--- src/rtl/uart_pkg.sv ---
// Shared UART definitions: FSM states, parity modes and frame-format decode helpers.
// Intended for reuse by both the transmitter and the future receiver.
package uart_pkg;

  localparam int unsigned DATA_W = 8;

  typedef enum logic [2:0] {
    IDLE,
    START,
    DATA,
    PARITY,
    STOP
  } uart_state_t;

  typedef enum logic [1:0] {
    PAR_NONE,
    PAR_EVEN,
    PAR_ODD
  } parity_e;

  localparam logic [1:0] DBITS_5 = 2'b00;
  localparam logic [1:0] DBITS_6 = 2'b01;
  localparam logic [1:0] DBITS_7 = 2'b10;
  localparam logic [1:0] DBITS_8 = 2'b11;

  localparam logic [1:0] PAR_CODE_EVEN = 2'b01;
  localparam logic [1:0] PAR_CODE_ODD  = 2'b10;

  // Map the 2-bit parity field onto the mode enum; 00 and 11 both mean no parity.
  function automatic parity_e decode_parity(input logic [1:0] code);
    case (code)
      PAR_CODE_EVEN: return PAR_EVEN;
      PAR_CODE_ODD:  return PAR_ODD;
      default:       return PAR_NONE;
    endcase
  endfunction

  function automatic logic [2:0] last_bit_idx(input logic [1:0] dbits);
    case (dbits)
      DBITS_5: return 3'd4;
      DBITS_6: return 3'd5;
      DBITS_7: return 3'd6;
      default: return 3'd7;
    endcase
  endfunction

  function automatic logic [DATA_W-1:0] data_mask(input logic [1:0] dbits);
    logic [DATA_W-1:0] ones;
    ones = '1;
    return ones >> (2'd3 - dbits);
  endfunction

endpackage

--- src/rtl/uart_tx_fifo_if.sv ---
// Byte write port of the buffered UART transmitter (valid/ready handshake).
interface uart_tx_fifo_if;
  import uart_pkg::*;

  logic              wr_valid;
  logic [DATA_W-1:0] wr_data;
  logic              wr_ready;

  modport master (output wr_valid, output wr_data, input wr_ready);
  modport slave  (input wr_valid, input wr_data, output wr_ready);

endinterface

--- src/rtl/uart_fifo.sv ---
// Synchronous FIFO with occupancy count; a push while full is dropped, even alongside a pop.
module uart_fifo #(
  parameter int unsigned WIDTH = 8,
  parameter int unsigned DEPTH = 8
) (
  input  logic                       clk,
  input  logic                       rst,
  input  logic                       push,
  input  logic [WIDTH-1:0]           push_data,
  input  logic                       pop,
  output logic [WIDTH-1:0]           pop_data,
  output logic                       full,
  output logic                       empty,
  output logic [$clog2(DEPTH):0]     count
);

  localparam int unsigned AW = $clog2(DEPTH);
  localparam int unsigned CW = AW + 1;

  logic [WIDTH-1:0] mem [DEPTH];
  logic [AW-1:0]    wr_ptr;
  logic [AW-1:0]    rd_ptr;
  logic             do_push;
  logic             do_pop;

  assign full     = (count == CW'(DEPTH));
  assign empty    = (count == '0);
  assign do_push  = push && !full;
  assign do_pop   = pop && !empty;
  assign pop_data = mem[rd_ptr];

  always_ff @(posedge clk) begin
    if (do_push) mem[wr_ptr] <= push_data;
  end

  // Pointers wrap naturally because DEPTH is a power of two.
  always_ff @(posedge clk or posedge rst) begin
    if (rst) begin
      wr_ptr <= '0;
      rd_ptr <= '0;
      count  <= '0;
    end else begin
      if (do_push) wr_ptr <= wr_ptr + AW'(1);
      if (do_pop)  rd_ptr <= rd_ptr + AW'(1);
      case ({do_push, do_pop})
        2'b10:   count <= count + CW'(1);
        2'b01:   count <= count - CW'(1);
        default: ;
      endcase
    end
  end

endmodule

--- src/rtl/uart_tx_fifo.sv ---
// Buffered UART transmitter: FIFO-fed serialiser with runtime frame format and baud divisor.
// Frames go out back-to-back while the FIFO holds data; tx and tx_busy follow the state one clock later.
module uart_tx_fifo
  import uart_pkg::*;
#(
  parameter int unsigned FIFO_DEPTH = 8,
  parameter int unsigned DIV_W      = 16
) (
  input  logic                          clk,
  input  logic                          rst,
  input  logic [DIV_W-1:0]              cfg_div,
  input  logic [1:0]                    cfg_data_bits,
  input  logic [1:0]                    cfg_parity,
  input  logic                          cfg_stop2,
  uart_tx_fifo_if.slave                 wr_if,
  output logic                          tx,
  output logic                          tx_busy,
  output logic                          tx_done,
  output logic [$clog2(FIFO_DEPTH):0]   fifo_count
);

  uart_state_t       state_q, state_d;
  logic [DIV_W-1:0]  div_q;
  logic [DIV_W-1:0]  cnt_q, cnt_d;
  logic [2:0]        bit_idx_q, bit_idx_d;
  logic [2:0]        last_idx_q;
  logic              stop_idx_q, stop_idx_d;
  logic [DATA_W-1:0] data_q;
  parity_e           par_q;
  logic              stop2_q;
  logic              tick;
  logic              fifo_pop;
  logic              done_d;
  logic              tx_d;
  logic [DATA_W-1:0] fifo_head;
  logic              fifo_full;
  logic              fifo_empty;

  uart_fifo #(
    .WIDTH (DATA_W),
    .DEPTH (FIFO_DEPTH)
  ) u_fifo (
    .clk       (clk),
    .rst       (rst),
    .push      (wr_if.wr_valid),
    .push_data (wr_if.wr_data),
    .pop       (fifo_pop),
    .pop_data  (fifo_head),
    .full      (fifo_full),
    .empty     (fifo_empty),
    .count     (fifo_count)
  );

  assign wr_if.wr_ready = ~fifo_full;
  assign tick           = (cnt_q == div_q);

  // Next-state, bit sequencing and the line value for the current state.
  always_comb begin
    state_d    = state_q;
    cnt_d      = tick ? '0 : cnt_q + DIV_W'(1);
    bit_idx_d  = bit_idx_q;
    stop_idx_d = stop_idx_q;
    fifo_pop   = 1'b0;
    done_d     = 1'b0;
    tx_d       = 1'b1;
    case (state_q)
      IDLE: begin
        cnt_d = '0;
        if (!fifo_empty) begin
          fifo_pop = 1'b1;
          state_d  = START;
        end
      end
      START: begin
        tx_d = 1'b0;
        if (tick) begin
          state_d   = DATA;
          bit_idx_d = '0;
        end
      end
      DATA: begin
        tx_d = data_q[bit_idx_q];
        if (tick) begin
          if (bit_idx_q == last_idx_q) begin
            state_d    = (par_q == PAR_NONE) ? STOP : PARITY;
            stop_idx_d = 1'b0;
          end else begin
            bit_idx_d = bit_idx_q + 3'd1;
          end
        end
      end
      PARITY: begin
        tx_d = (^data_q) ^ (par_q == PAR_ODD);
        if (tick) begin
          state_d    = STOP;
          stop_idx_d = 1'b0;
        end
      end
      STOP: begin
        if (tick) begin
          if (stop2_q && !stop_idx_q) begin
            stop_idx_d = 1'b1;
          end else begin
            done_d = 1'b1;
            if (!fifo_empty) begin
              fifo_pop = 1'b1;
              state_d  = START;
            end else begin
              state_d = IDLE;
            end
          end
        end
      end
      default: state_d = IDLE;
    endcase
  end

  // Frame registers are captured only on a pop, so mid-frame config changes wait for the next byte.
  always_ff @(posedge clk or posedge rst) begin
    if (rst) begin
      state_q    <= IDLE;
      cnt_q      <= '0;
      bit_idx_q  <= '0;
      stop_idx_q <= 1'b0;
      div_q      <= '0;
      last_idx_q <= '0;
      data_q     <= '0;
      par_q      <= PAR_NONE;
      stop2_q    <= 1'b0;
      tx         <= 1'b1;
      tx_busy    <= 1'b0;
      tx_done    <= 1'b0;
    end else begin
      state_q    <= state_d;
      cnt_q      <= cnt_d;
      bit_idx_q  <= bit_idx_d;
      stop_idx_q <= stop_idx_d;
      tx         <= tx_d;
      tx_busy    <= (state_q != IDLE);
      tx_done    <= done_d;
      if (fifo_pop) begin
        div_q      <= cfg_div;
        last_idx_q <= last_bit_idx(cfg_data_bits);
        data_q     <= fifo_head & data_mask(cfg_data_bits);
        par_q      <= decode_parity(cfg_parity);
        stop2_q    <= cfg_stop2;
      end
    end
  end

endmodule

--- src/flat_wrapper.sv ---
// flat-port wrapper written by rule: the top's interface ports become plain ports
module uart_tx_fifo_flat import uart_pkg::*;
#(
  parameter int unsigned FIFO_DEPTH = 8,
  parameter int unsigned DIV_W      = 16
)
  (clk, rst, cfg_div, cfg_data_bits, cfg_parity, cfg_stop2, tx, tx_busy, tx_done, fifo_count, wr_if_wr_valid, wr_if_wr_data, wr_if_wr_ready);
  uart_tx_fifo_if wr_if_i ();
  input  logic clk;
  input  logic rst;
  input  logic [DIV_W-1:0] cfg_div;
  input  logic [1:0] cfg_data_bits;
  input  logic [1:0] cfg_parity;
  input  logic cfg_stop2;
  output logic tx;
  output logic tx_busy;
  output logic tx_done;
  output logic [$clog2(FIFO_DEPTH):0] fifo_count;
  input wire logic [$bits(wr_if_i.wr_valid)-1:0] wr_if_wr_valid;
  input wire logic [$bits(wr_if_i.wr_data)-1:0] wr_if_wr_data;
  output wire logic [$bits(wr_if_i.wr_ready)-1:0] wr_if_wr_ready;
  assign wr_if_i.wr_valid = wr_if_wr_valid;
  assign wr_if_i.wr_data = wr_if_wr_data;
  assign wr_if_wr_ready = wr_if_i.wr_ready;
  uart_tx_fifo #(.FIFO_DEPTH(FIFO_DEPTH), .DIV_W(DIV_W)) u_core (.clk(clk), .rst(rst), .cfg_div(cfg_div), .cfg_data_bits(cfg_data_bits), .cfg_parity(cfg_parity), .cfg_stop2(cfg_stop2), .wr_if(wr_if_i), .tx(tx), .tx_busy(tx_busy), .tx_done(tx_done), .fifo_count(fifo_count));
endmodule
--- config.mk ---
export PLATFORM = sky130hd
export DESIGN_NAME = uart_tx_fifo_flat
export DESIGN_NICKNAME = d
export VERILOG_FILES = /design/src/rtl/uart_pkg.sv /design/src/rtl/uart_tx_fifo_if.sv /design/src/rtl/uart_fifo.sv /design/src/rtl/uart_tx_fifo.sv /design/src/flat_wrapper.sv
export SDC_FILE = /design/constraint.sdc
export NUM_CORES = 1
export LEC_CHECK = 0
export BUFFER_PORTS_ARGS = -buffer_cell sky130_fd_sc_hd__buf_4
export CAP_MARGIN = 10
export CORE_MARGIN = 4
export CORE_UTILIZATION = 39
export CTS_CLUSTER_SIZE = 14
export DETAILED_ROUTE_END_ITERATION = 8
export PLACE_DENSITY = 0.64
export RECOVER_POWER = 100
export SLEW_MARGIN = 5
export SYNTH_ARGS = -nofsm -noshare
export SYNTH_HDL_FRONTEND = slang
export SYNTH_SLANG_ARGS = --single-unit
--- constraint.sdc ---
create_clock -name clk -period 7.69 [get_ports clk]
set_input_delay 0.3845 -clock clk [delete_from_list [all_inputs] [get_ports clk]]
set_output_delay 0.3845 -clock clk [all_outputs]
set_load 0.005 [all_outputs]
# Word level (Yosys, flattened, before mapping)
# Memories as Yosys holds them, arrays and structs flattened.
# Index checks and enable logic that the tools add are counted.
[classes]
muxes = 37
n_bitwise = 3
n_eq_ne = 23
n_reduce_logical = 18
n_shift = 1
n_addsub = 7
order_cmp = 1
[op_table]
columns = ["cell", "count"]
rows = [
  ["3-bit two-way mux", 11],
  ["16-bit two-way mux", 2],
  ["16-bit by 1-bit adder with 16-bit output, second input constant", 1],
  ["16-bit equality test", 1],
  ["1-bit two-way mux", 15],
  ["3-bit case mux with 5 select lines", 1],
  ["2-bit by 1-bit inequality test with 1-bit output, second input constant", 6],
  ["3-bit by 1-bit adder with 3-bit output, second input constant", 3],
  ["8-bit bitwise AND", 1],
  ["2-bit equality test, second input constant", 4],
  ["4-bit case mux with 2 select lines", 1],
  ["8-bit XOR reduction", 1],
  ["8-bit by 2-bit >> shifter with 8-bit output, first input constant", 1],
  ["7-bit AND reduction", 1],
  ["2-bit by 1-bit equality test with 1-bit output, second input constant", 3],
  ["3-bit by 2-bit equality test with 1-bit output, second input constant", 2],
  ["2-bit inequality test, second input constant", 3],
  ["1-bit case mux with 3 select lines", 2],
  ["2-bit case mux with 3 select lines", 1],
  ["3-bit case mux with 2 select lines", 1],
  ["6-bit AND reduction", 1],
  ["3-bit nonzero test", 2],
  ["4-bit by 1-bit adder with 4-bit output, second input constant", 1],
  ["4-bit equality test, second input constant", 1],
  ["other kinds (18)", 24],
]
[totals]
output_inout_bits = 8
word_cells = 106
regBits = 66
n_memories = 1
ramBits = 64
[memory_table]
columns = ["name", "words", "width", "rd", "rd_clocked_by_memory_dff", "write_ports", "line", "rtl"]
rows = [
  ["u_core.u_fifo.mem", 8, 8, 1, 0, 1, "uart_fifo.sv:20", "logic [WIDTH-1:0] mem [DEPTH];"],
]

# Depth between registers and ports, before layout
[depth]
ltp_word = 8
mapped_depth = 14
ltp_nobuf = 12

# Cells and area by module
# From an unflattened synthesis, not the netlist that was laid out.
[unflattened]
hier_cells = 603
area_unflattened_um2 = 6906.6
[by_module_without_submodules]
columns = ["mod", "cells_each", "instances", "seq_area_each_um2", "area_per_inst_um2"]
rows = [
  ["uart_tx_fifo", 442, 1, 1402.6, 3771.1],
  ["uart_fifo", 161, 1, 2172.1, 3135.5],
]

# Worst setup path after synthesis
# No wires, ideal clock.
[synth_path]
path_type = "reg-to-reg"
startpoint = "reg u_core.u_fifo.count[1]"
endpoint = "reg u_core.u_fifo.count[3]"
arrival_ns = 2.656
stages_incl_launch_ff = 14
t_required_ns = 7.564
slack_ns = 4.908
path_cell_list = "dfrtp_1 nor4_2 or3_1 nor2_1 a31oi_4 buf_6 inv_1 ha_1 ha_1 a21o_1 a21oi_1 xnor2_1 nor2_1 xor2_1"
[synth_between]
elab_chain_cells = 8
elab_cells_between_ends = 16
classes_between = "2 x add/sub; 3 x eq/ne; 5 x mux; 6 x reduce/logical"
[synth_lines]
columns = ["element", "line", "rtl"]
rows = [
  ["from (decl)", "uart_fifo.sv:14", "output logic [$clog2(DEPTH):0] count"],
  ["from (signal assigned)", "uart_fifo.sv:46", "2'b10: count <= count + CW'(1);"],
  ["from (signal assigned)", "uart_fifo.sv:47", "2'b01: count <= count - CW'(1);"],
  ["4-bit zero test *", "uart_fifo.sv:27", "assign empty = (count == '0);"],
  ["1-bit two-way mux", "uart_tx_fifo.sv:69, uart_tx_fifo.sv:105", ""],
  ["1-bit two-way mux", "uart_tx_fifo.sv:101", "if (stop2_q && !stop_idx_q) begin"],
  ["1-bit two-way mux", "uart_tx_fifo.sv:100", "if (tick) begin"],
  ["1-bit case mux with 2 select lines", "uart_tx_fifo.sv:66", "case (state_q)"],
  ["1-bit logical AND *", "uart_fifo.sv:29", "assign do_pop = pop && !empty;"],
  ["named net u_core.u_fifo.do_pop", "uart_fifo.sv:24", "logic do_pop;"],
  ["2-bit by 1-bit equality test with 1-bit output / 2-bit equality test (equally long branches)", "uart_fifo.sv:45", "case ({do_push, do_pop})"],
  ["4-bit case mux with 2 select lines / 2-bit nonzero test (equally long branches)", "-", ""],
]
# The timed path passes the listed nets; every way through them passes the cells marked *.
# A chain may end at the register's enable or synchronous reset.

# Final worst setup path
[layout_path]
startpoint = "reg u_core.u_fifo.count[0]"
endpoint = "reg u_core.last_idx_q[1]"
[layout_between]
elab_chain_cells = 5
[layout_lines]
columns = ["element", "line", "rtl"]
rows = [
  ["4-bit zero test *", "uart_fifo.sv:27", ""],
  ["1-bit two-way mux *", "uart_tx_fifo.sv:69, uart_tx_fifo.sv:105", ""],
  ["1-bit two-way mux", "uart_tx_fifo.sv:101", ""],
  ["1-bit two-way mux", "uart_tx_fifo.sv:100", ""],
  ["1-bit case mux with 2 select lines *", "uart_tx_fifo.sv:66", ""],
  ["to (signal assigned)", "uart_tx_fifo.sv:143", "last_idx_q <= last_bit_idx(cfg_data_bits);"],
  ["to (decl)", "uart_tx_fifo.sv:26", "logic [2:0] last_idx_q;"],
]
# Every way passes the cells marked *; elsewhere a longest branch is shown, timed or not.

==> results.yml <==
timing:
  fin_crit_sh_pct: 46.60
  tightest_slew_ns: 3.496
  slew_headroom_pct: -133.1
  rsz0062_at_grt: "no"
  fmax_mhz: 279.1
  period_needed_ns: 3.583
  final.setup.tns_ns: 0
  final_hold_viol_count: 0
  finalClockSkew_ns: 0.007246
  setup_viol: 0
  drv_slew: 99
  whs_ns: 0.1794
place:
  io_buffers: 39
  hpwlAfterDp_um: 7588
  place_congestion: 0.8461
  dpl.cell_count: 636
grt:
  grt_overflow: 0
  grt_max_degree: 67
  grt_pass1_wl_um: 19110
  antenna_found_initial: 0
  grt.total_usage_pct: 13.90
  grt_pass1_vias: 3715
floorplanning:
  io_pins: 40
  start_util_pct: 40.47
  fp.dieW_um: 131.7
  row_count: 44
  fp.dieH_um: 131.7
  core-area_sq_um: 14750
  dieArea_sq_um: 17350
status:
  status: "finished, violations left"
  violations: "max-capacitance violations, max-slew violations"
power_and_ir_drop:
  internal_power_uw: 1388
  irDropWorstVdd_mv: 0.1958
  p_sw_uw: 519.8
  combPwrFrac_pct: 12.3
  fin_total_pwr_uw: 1908
  pwr-share-seq_pct: 47.0
  p_leak_uw: 0.002655
  swShare_pct: 27.24
  power.share.clock_pct: 40.8
  powerDensity_nw_per_um2: 278.8
clock_tree:
  clk_latency_ns: 0.42
  cts.sinks: 130
  clock_path_buffers: 2
  cts_setup_buffers: 0
  cts_buffers: 17
  root_buffer: "clkbuf_16"
  cts_tree: "yes"
  cts_resized: 0
  postCtsHoldBufs: 0
  cts_max_level: 4
  clkTransAtPathRegs_ns: 0.06
logic_synthesis:
  postSynthCellCount: 422
  synth_area_per_cell_sq_um: 14.15
  synth_most_common_cell: "dfrtp_1"
  synthesis.nets: 462
  yosys-top-cells-area: "edfxtp_1 32%, dfrtp_1 27%, mux2_4 7.0%"
  yosysTopAreaCell: "edfxtp_1"
  synth.distinct_cells: 47
  synth_area_sq_um: 5971
  yosys-top-cells-count: "65 x dfrtp_1, 64 x edfxtp_1, 42 x nor2_1"
  synth_top_area_share_pct: 32.19
  async_flop_share_pct: 50.77
  yosysSeqAreaShare_pct: 59.87
  ys_seq_elements: 130
  yosysWarnings: 0
  synth_ff_type: "dfrtp_1"
  synth_edf_count: 64
critical_path:
  cp-end-kind: "flip-flop"
  crit_path_start_kind: "flip-flop"
  slowest_delay_ns: 1.35
  cp_cell_sequence: "nor4_1, or3_1, nor2_1, a31oi_4, clkbuf_1, mux2_2"
  worstPathArrival_ns: 3.89
  critical_path_class: "flip-flop to flip-flop"
  cp_max_fo: 31
  worst_path_max_delay_cell: "clkbuf_1"
  required_ns: 7.99
routing:
  drt_wl_total_um: 11030
  routedWlPerCell_um: 16.51
  dr.pass1.iters: 4
  drc: 0
  drt_iter0_markers: 168
  num_vias: 3413
  ant_nets: 0
  via_per_inst: 5.109
cells_and_area:
  syn_to_final_growth_pct: 14.63
  fin_nets: 511
  final_cells: 668
  multi_input_area_sq_um: 2132
  seqCellArea_sq_um: 3575
  drive_gt1_share_pct: 16.53
  utilization_pct: 46.39
  diodes: 0
  nFillCells: 1352
job:
  max-cap-violations: 2
min_path:
  hold_path_class: "input port to flip-flop"
==> state kept, by name, indices dropped and copies added (netlist names), 2 cells and up <==
signal                flops
u_core.u_fifo.rd_ptr      3
u_core.last_idx_q         3
u_core.data_q             8
u_core.u_fifo.wr_ptr      3
u_core.cnt_q             16
u_core.u_fifo.mem        64
u_core.par_q              2
u_core.bit_idx_q          3
u_core.u_fifo.count       4
u_core.div_q             16
u_core.state_q            3
==> power groups by stage <==
stage / combinational, uW / clock (uW) / sequential (uW)
after floorplan: 176 / 0 / 891
after global placement: 249 / 0 / 906
after detailed placement: 258 / 0 / 912
after CTS: 260 / 796 / 899
after global routing: 269 / 831 / 910
final: 234 / 778 / 896
==> placed cells by master, fill, tap and decap left out, types with 3 or more instances in the layout <==
cell type,synthesis,layout
a211oi_1,6,6
a21oi_1,5,5
a311oi_1,5,5
and3_1,3,3
buf_4,0,24
clkbuf_1,10,18
clkbuf_16,0,17
clkbuf_4,0,5
clkinv_4,0,3
dfrtp_1,65,65
edfxtp_1,64,64
ha_1,7,7
inv_1,13,13
inv_6,0,6
mux2_1,0,28
mux2_2,3,3
mux2i_1,10,10
mux4_2,13,13
nand2_1,13,13
nand2b_1,6,6
nand3_1,12,12
nand4_1,5,5
nor2_1,42,42
nor2b_1,10,10
nor3_1,12,12
nor4_1,2,4
nor4_2,5,3
o21ai_0,3,3
or3_1,2,3
xnor2_1,18,18
xor2_1,30,30
==> path summary, 6_finish.rpt <==
check                                       start                   end  slack (ns)  cells past startpoint
min reg2reg                  u_core.last_idx_q[2]  u_core.last_idx_q[2]        0.49                      1
min in group asynchronous                     rst      u_core.data_q[0]        1.33                      3
max reg2reg                u_core.u_fifo.count[0]  u_core.last_idx_q[1]        4.11                      6
max                        u_core.u_fifo.count[0]  u_core.last_idx_q[1]        4.11                      6
max in group asynchronous                     rst      u_core.data_q[7]        4.40                      3
min                                   cfg_div[15]      u_core.div_q[15]        0.18                      2
==> logic make-up after synthesis <==
logic type	share of synthesized area, %
flops	59.87
fa+ha+maj	1.802
mux	14.19
xor+xnor	7.041
compound gates	4.547
simple gates	10.21
buf+inv	2.347
==> metrics by stage <==
step | area (sq um) | setup WS (ns)
global placement | 6462 | 5.002
detailed placement | 6462 | 4.856
finish | 6844 | 4.107
global route | 6844 | 3.617
CTS | 7036 | 4.836
floorplan | 5971 | 4.908
==> metal layers <==
layer | GRT usage [%] | wire (um)
met5 | 0 | 0
met4 | 5.076 | 158
met3 | 3.969 | 343
met2 | 22.78 | 5486
met1 | 17.69 | 5043
==> critical path: cells and delay by family (launching register included) <==
family | cells | cell delay [ns]
muxes | 1 | 0.44
DFF | 1 | 0.43
AOI/OAI and AO/OA | 1 | 0.18
buffers and inverters | 1 | 1.35
and+or+nand+nor | 3 | 1.06
==> area by class of cell <==
type	count	area share, %
flip-flops and latches	130	52.23
repair buffers	47	4.168
clock inverters	15	2.157
inverters	13	0.7130
well taps	184	3.364
multi-input cells	262	31.15
clock buffers	17	6.216
No activity file was read; power rests on OpenSTA's default activity.
